## src/rtl/vga_timing.sv

```systemverilog
// VGA timing generator: free-running h/v counters feeding the pixel generators,
// plus a single output register that keeps rgb, hsync, vsync and frame_start aligned.
module vga_timing #(
    parameter int H_ACTIVE = 640,
    parameter int H_FP     = 16,
    parameter int H_SYNC   = 96,
    parameter int H_BP     = 48,
    parameter int V_ACTIVE = 480,
    parameter int V_FP     = 10,
    parameter int V_SYNC   = 2,
    parameter int V_BP     = 33
) (
    input  logic       clk,
    input  logic       rst_n,
    input  logic [5:0] rgb_in,
    output logic [9:0] col,
    output logic [9:0] row,
    output logic       valid,
    output logic       hsync,
    output logic       vsync,
    output logic [5:0] rgb,
    output logic       frame_start
);

    localparam int H_TOTAL = H_ACTIVE + H_FP + H_SYNC + H_BP;
    localparam int V_TOTAL = V_ACTIVE + V_FP + V_SYNC + V_BP;

    localparam logic [9:0] H_MAX    = 10'(H_TOTAL - 1);
    localparam logic [9:0] V_MAX    = 10'(V_TOTAL - 1);
    localparam logic [9:0] H_VIS    = 10'(H_ACTIVE);
    localparam logic [9:0] V_VIS    = 10'(V_ACTIVE);
    localparam logic [9:0] HS_FIRST = 10'(H_ACTIVE + H_FP);
    localparam logic [9:0] HS_LAST  = 10'(H_ACTIVE + H_FP + H_SYNC - 1);
    localparam logic [9:0] VS_FIRST = 10'(V_ACTIVE + V_FP);
    localparam logic [9:0] VS_LAST  = 10'(V_ACTIVE + V_FP + V_SYNC - 1);

    logic [9:0] h_cnt_q, h_cnt_d;
    logic [9:0] v_cnt_q, v_cnt_d;
    logic       hsync_q, hsync_d;
    logic       vsync_q, vsync_d;
    logic [5:0] rgb_q, rgb_d;
    logic       frame_start_q, frame_start_d;

    logic       h_wrap;
    logic       v_wrap;
    logic       h_vis;
    logic       v_vis;
    logic       vis;
    logic       hs_n;
    logic       vs_n;

    // Counter advance; >= keeps the counters bounded even from a corrupted state
    always_comb begin
        h_wrap  = (h_cnt_q >= H_MAX);
        v_wrap  = (v_cnt_q >= V_MAX);
        h_cnt_d = h_wrap ? 10'd0 : h_cnt_q + 10'd1;
        v_cnt_d = v_cnt_q;
        if (h_wrap) begin
            v_cnt_d = v_wrap ? 10'd0 : v_cnt_q + 10'd1;
        end
    end

    always_comb begin
        h_vis = (h_cnt_q < H_VIS);
        v_vis = (v_cnt_q < V_VIS);
        vis   = h_vis && v_vis;
        hs_n  = !((h_cnt_q >= HS_FIRST) && (h_cnt_q <= HS_LAST));
        vs_n  = !((v_cnt_q >= VS_FIRST) && (v_cnt_q <= VS_LAST));
    end

    // Stage-1 inputs: generator colour is sampled on the same edge as its counters
    always_comb begin
        hsync_d       = hs_n;
        vsync_d       = vs_n;
        rgb_d         = vis ? rgb_in : 6'b000000;
        frame_start_d = (h_cnt_q == 10'd0) && (v_cnt_q == 10'd0);
    end

    always_ff @(posedge clk or negedge rst_n) begin
        if (!rst_n) begin
            h_cnt_q <= 10'd0;
            v_cnt_q <= 10'd0;
        end else begin
            h_cnt_q <= h_cnt_d;
            v_cnt_q <= v_cnt_d;
        end
    end

    always_ff @(posedge clk or negedge rst_n) begin
        if (!rst_n) begin
            hsync_q       <= 1'b1;
            vsync_q       <= 1'b1;
            rgb_q         <= 6'b000000;
            frame_start_q <= 1'b0;
        end else begin
            hsync_q       <= hsync_d;
            vsync_q       <= vsync_d;
            rgb_q         <= rgb_d;
            frame_start_q <= frame_start_d;
        end
    end

    assign col         = h_cnt_q;
    assign row         = v_cnt_q;
    assign valid       = vis;
    assign hsync       = hsync_q;
    assign vsync       = vsync_q;
    assign rgb         = rgb_q;
    assign frame_start = frame_start_q;

endmodule

```

## config.mk

```make
export PLATFORM = sky130hd
export DESIGN_NAME = vga_timing
export DESIGN_NICKNAME = d
export VERILOG_FILES = /design/src/rtl/vga_timing.sv
export SDC_FILE = /design/constraint.sdc
export NUM_CORES = 1
export LEC_CHECK = 0
export CAP_MARGIN = 10
export CORE_MARGIN = 3
export CORE_UTILIZATION = 61
export DETAILED_ROUTE_END_ITERATION = 8
export DONT_BUFFER_PORTS = 1
export HOLD_SLACK_MARGIN = 0.08
export PLACE_DENSITY = 0.77
export SLEW_MARGIN = 20
export SYNTH_ARGS = -nofsm -noshare
export SYNTH_HDL_FRONTEND = slang
export SYNTH_SLANG_ARGS = --single-unit
```

## constraint.sdc

```tcl
create_clock -name clk -period 1.71 [get_ports clk]
set_input_delay 0.342 -clock clk [delete_from_list [all_inputs] [get_ports clk]]
set_output_delay 0.342 -clock clk [all_outputs]
set_load 0.05 [all_outputs]
```

==> results.md, run 1 <==
* Worst EP required at 1.37 ns
* H-tree depth at 2
* Final cell count without fillers at 192
* Placed Area at 1630 um^2
* Utilization after layout at 85.4%
* Status: completed
* Avg WL per Cell at 16.9 um
* DRT iter0 DRCs at 44
* DR vias/cell at 6.01
* RSZ-0062 raised after global routing: false
* Synth Cell Area at 1430 um^2
* Rows at 16
* Worst path arrival time at 1.31 ns
* Slew Limit Fails at 0
* Total chip power at 1.23 mW
* Syn Area/Cell at 10.8 um^2
* Share of cells above drive strength 1 at 33.9%
* Fmax achieved at 604 MHz
* Die Width at 54.4 um
* PD cells at 689 nW/um^2
* Total track usage at 25.2%
* Hold crit path type: in -> reg
* # nets final at 176
* Cell area after layout at 1780 um^2
* Total core area at 2080 um^2
* Largest net degree at the start of global routing at 30
* Vias in the first global route at 1155
* LEAKAGE at 0.792 nW
* Setup crit end kind: output pin
* Slew at the pin closest to its max-slew limit at 0.474 ns
* Cells after Synth at 132
* Crit path cell chain: o21a_1, nor3_4, buf_6
* Setup TNS at 0 ns
* Initial antenna violation count at 0
* RR Startpoint: col[7]
* Congestion Overflow GR at 0
* FFs w/ async S/R, synth at 100%
* Placer Congestion at 0.791
* Io pins at 38
* Clk_lat worst skew at 0.33 ns
* Final period util at 96.8%
* Max clock buf depth at 2
* Syn Nets at 144
* Clock buffer count from CTS at 5
* Rel. slew slack at 68.4%
* Synth warn at 0
* Post-synth EDFFs at 0
* Yosys reg bits at 29
* Critical path class: reg -> out
* DRC viols at 0
* Main synth FF type: dfrtp_1
* Initial Utilization at 68.8%
* ANT cells at 0
* Placed Instances at 180
* Setup crit start kind: register
* Slowest CP cell: dfrtp_2
* Crit path time final at 1.65 ns
* Remaining antenna violation count at 0
* Final hold violations at 0
* Die Ht at 54.4 um
* Detail Placement HPWL at 2270 um
* Critical path peak fanout at 7
* Fin Clk Skew at 0.00406 ns
* Max Cap Violations at 0
* Clk slew on worst S/H paths at 0.09 ns
* CTS sink cnt at 29
* Final setup violating endpoints at 0
* Post-Place Worst Slack at 0.146 ns
* CTS tree: yes
* Die ar. at 2960 um^2
* Most instantiated library cell after synthesis: dfrtp_1
* CTS root buffer: clkbuf_4
* CP peak stage delay at 0.42 ns
* Final setup margin at 0.0553 ns
* Reg2reg setup slack at 0.07 ns
* Pre-antenna DRT Iters at 4
* Routed Wire Length at 3250 um
* Hold Crit Start: rgb_in[3]
* First-pass GRT wire length at 5260 um
* Most frequent cells after synthesis: dfrtp_1 (27), nor2_1 (14), and2_1 (8)
* Via count at 1153
* Post-synth cell types at 37
* I/O Buffers at 0
* Layout area overhead at 24.2%
* Max VDD drop at 0.721 mV
* Sequential area share after synthesis at 50.9%
* Hold_ws at 0.141 ns
* Top cell type's share of synthesized area at 47.2%
* Cell taking the most area after synthesis: dfrtp_1
* Synth area leaders: dfrtp_1 (47%), dfstp_2 (3.7%), nor2_1 (3.7%), a22o_1 (3.7%), and2_1 (3.5%)
* Launch point of the worst path: col[7]
## flip-flops by register name, indices dropped and copies added (netlist names)
signal / count
rgb: 6
hsync: 1
col: 10
vsync: 1
frame_start: 1
row: 10
## timing repair
action,4_1_cts,5_1_grt
setup buffers,2,0
hold buffers,2,0
endpoints found under the setup margin,1,5
resized for setup,8,2
hold endpoints to repair,29,0
## cell usage in the layout (no fill, tap or decap), types with 5 or more instances in the layout
master    Yosys  routed
a22o_1        6       6
and2_1        8       8
buf_4         1      23
clkbuf_4      0       5
dfrtp_1      27      19
dfrtp_2       0       8
inv_1         6       6
nand2_1       6       6
nand3_1       7       6
nand4_1       5       5
nor2_1       14      13
o21ai_1       5       5
## critical path, delay by kind of cell, from the launching register on
| family | cells | cell delay (ns) |
|---|---|---|
| compound gates | 1 | 0.21 |
| buf+inv | 1 | 0.20 |
| flops | 1 | 0.42 |
| simple gates | 1 | 0.16 |
## cell type report
type                    instances  area [um^2]
fillers                       124          304
clock buffers                   7         65.1
inverters                       6         22.5
clock inverters                 1         5.00
flip-flops and latches         29          738
multi-input cells              96          699
well taps                      27         33.8
repair buffers                 26          214
## per-layer routing
metal	wire (um)	vias up	global-route usage [%]	share of wire, %
met5	0	-	0	0
met4	31	0	8.71	0.96
met3	213	5	5.72	6.6
met2	1680	46	41.8	52
met1	1320	564	32.2	41
li1	-	538	-	-
## cells by family after synthesis
group                    Yosys count  synth area share, %
adder cells (fa/ha/maj)            4                 3.50
XOR/XNOR                           5                 3.06
buffers and inverters              7                 2.10
flip-flops                        29                 50.9
multiplexers                       1                0.787
AND/OR/NAND/NOR                   61                 26.1
AO/OA/AOI/OAI                     25                 13.5
## path summary, 6_finish.rpt
kind,end,cells past startpoint
max,valid,3
min,rgb[3],1
max reg2reg,row[3],5
min reg2reg,row[7],1
max in group asynchronous,vsync,2
min in group asynchronous,col[9],2
## power breakdown
| part | internal [mW] | switching [mW] |
|---|---|---|
| registers | 0.692 | 0.0294 |
| logic | 0.00965 | 0.0161 |
| clock network | 0.238 | 0.240 |
Power figures use the tool's default switching activity.
==> run 2: changes to the inputs <==
- CTS_CLUSTER_SIZE: not set -> 20
==> results of run 2 <==
Final layout, timing and power as in run 1 (identical DEF).
==> run 3: changes to the inputs <==
- CAP_MARGIN: 10 -> 5
- GPL_TIMING_DRIVEN: not set -> 0
==> results.md, run 3 (synthesized netlist as in run 1, its figures left out) <==
* Status: complete, but fails checks (was completed)
* Failing checks: negative setup slack
* Placed Instances at 159 (was 180)
* Hold crit path type: in -> reg (unchanged)
* Fmax achieved at 489 MHz (was 604 MHz)
* Layout area overhead at 20.6% (was 24.2%)
* Internal power at 0.940 mW (about the same)
* DRC viols at 0 (unchanged)
* Fin Clk Skew at 0.00872 ns (was 0.00406 ns)
* End of the worst hold path: rgb[3] (unchanged)
* DRT iter0 DRCs at 29 (was 44)
* Placed Area at 1480 um^2 (was 1630 um^2)
* Routed Wire Length at 3180 um (was 3250 um)
* Initial Utilization at 68.8% (unchanged)
* Max VDD drop at 0.622 mV (was 0.721 mV)
* Final period util at 120% (was 96.8%)
* Post-Place Worst Slack at -0.160 ns (was 0.146 ns)
* Avg WL per Cell at 18.4 um (was 16.9 um)
* Worst EP required at 1.37 ns (about the same)
* RSZ-0062 raised after global routing: true (was false)
* R2R cell count at 5 (unchanged)
* DR vias/cell at 6.47 (was 6.01)
* Clk_lat worst skew at 0.32 ns (was 0.33 ns)
* Cell area after layout at 1730 um^2 (was 1780 um^2)
* Clock power frac at 38.9% (was 39.0%)
* Largest net degree at the start of global routing at 30 (unchanged)
* Final hold violations at 0 (unchanged)
* LEAKAGE at 0.650 nW (was 0.792 nW)
* Io pins at 38 (unchanged)
* I/O Buffers at 0 (unchanged)
* Via count at 1119 (was 1153)
* RR Startpoint: col[0] (was col[7])
* Flop pwr share at 59.0% (was 58.9%)
* ANT cells at 0 (unchanged)
* CTS tree: yes (unchanged)
* Most common cell after layout, fill and taps aside: dfrtp_2 (was buf_4)
* Reg2reg setup slack at 0.02 ns (was 0.07 ns)
* Congestion Overflow GR at 0 (unchanged)
* Final cell count without fillers at 173 (was 192)
* Clock buffer count from CTS at 5 (unchanged)
* Commonest non-fill, non-tap cells in the layout: dfrtp_2 (14), nor2_1 (13), and2_1 (8), dfrtp_1 (7) (was buf_4 (23), dfrtp_1 (19), nor2_1 (13), and2_1 (8), dfrtp_2 (8))
* Switch share at 23.1% (was 23.3%)
* H-tree depth at 2 (unchanged)
* Crit path time final at 2.04 ns (was 1.65 ns)
* Max Cap Violations at 0 (unchanged)
* Rows at 16 (unchanged)
* Setup crit start kind: register (unchanged)
* Hold depth at 1 (unchanged)
* Die ar. at 2960 um^2 (unchanged)
* Final setup violating endpoints at 1 (was 0)
* Setup crit end kind: output pin (unchanged)
* Die Width at 54.4 um (unchanged)
* # nets final at 157 (was 176)
* Total track usage at 24.5% (was 25.2%)
* Final setup margin at -0.334 ns (was 0.0553 ns)
* Rel. slew slack at 55.7% (was 68.4%)
* Die Ht at 54.4 um (unchanged)
* Placer Congestion at 0.707 (was 0.791)
* Share of cells above drive strength 1 at 37.7% (was 33.9%)
* Detail Placement HPWL at 2060 um (was 2270 um)
* Critical path class: reg -> out (unchanged)
* Combinational share of power at 2.1% (about the same)
* Utilization after layout at 82.9% (was 85.4%)
* Total core area at 2080 um^2 (unchanged)
* CTS root buffer: clkbuf_4 (unchanged)
* Pre-antenna DRT Iters at 4 (unchanged)
* PD cells at 707 nW/um^2 (was 689 nW/um^2)
* First-pass GRT wire length at 5200 um (was 5260 um)
* NetSw at 0.282 mW (was 0.285 mW)
* Initial antenna violation count at 0 (unchanged)
* Clk slew on worst S/H paths at 0.10 ns (was 0.09 ns)
* Hold Crit Start: rgb_in[3] (unchanged)
* CTS sink cnt at 29 (unchanged)
* Slew at the pin closest to its max-slew limit at 0.663 ns (was 0.474 ns)
* Critical path peak fanout at 7 (unchanged)
* Worst R2R End: row[8] (was row[3])
* Vias in the first global route at 1080 (was 1155)
* Remaining antenna violation count at 0 (unchanged)
* Worst path arrival time at 1.70 ns (was 1.31 ns)
* Slew Limit Fails at 0 (unchanged)
* Max clock buf depth at 2 (unchanged)
run 3: cell types whose count changed in the layout (fill, tap and decap cells not counted), sizes merged:
| cell | before | now |
|---|---|---|
| buf | 25 | 6 |
run 3: critical path, cell delays in order, from the launching register on:
cell	delay, ns
dfrtp_4	0.61
nand3_4	0.15
nor2_4	0.06
nor3_4	0.56
run 3: how the worst max path moves through the flow:
| stage | to | cells past startpoint | from |
|---|---|---|---|
| 3_3_place_gp | valid | 2 | col[7] |
| 4_1_cts | valid | 3 | row[6] |
| 6_report | valid | 3 | row[6] |
| 3_5_place_dp | valid | 3 | row[6] |
| 5_1_grt | valid | 3 | row[6] |
| 2_1_floorplan | valid | 2 | col[7] |
run 3: layout make-up:
class	count	area [um^2]
inverter	6	22.5
clock buffer	7	65.1
multi-input combinational	96	757
sequential	29	768
tap	27	33.8
fill	108	355
buffer	1	11.3
clock inverter	1	5.00
timing repair buffer	6	63.8
run 3: through the flow:
step / hold WS [ns] / total power, mW / TNS [ns]
after floorplan: 0.0464 / 0.739 / -0.0475
after global placement: 0.0470 / 0.739 / -1.57
after detailed placement: 0.0470 / 0.741 / -2.19
after CTS: 0.145 / 1.22 / -0.323
after global routing: 0.136 / 1.26 / -0.646
final: 0.145 / 1.22 / -0.334
run 3: routing by layer:
metal,wire (um),GRT usage (%),vias to the layer above
met1,1320,30.9,559
met4,46,5.39,0
met2,1570,39.8,51
met3,240,9.26,7
met5,0,0,-
li1,-,-,502
run 3: timing repair:
| item | CTS | global route |
|---|---|---|
| setup endpoints to repair | 25 | 14 |
| hold buffers | 2 | 0 |
| buffers inserted | 2 | 2 |
| pin swaps | 5 | 5 |
| gates resized for setup | 26 | 13 |
| hold endpoints to repair | 29 | 0 |
run 3: power groups by stage:
stage / sequential [mW] / combinational [mW] / clock [mW]
floorplan: 0.734 / 0.00452 / 0
global placement: 0.735 / 0.00478 / 0
detailed placement: 0.735 / 0.00523 / 0
CTS: 0.721 / 0.0262 / 0.477
global route: 0.722 / 0.0285 / 0.513
finish: 0.721 / 0.0252 / 0.475
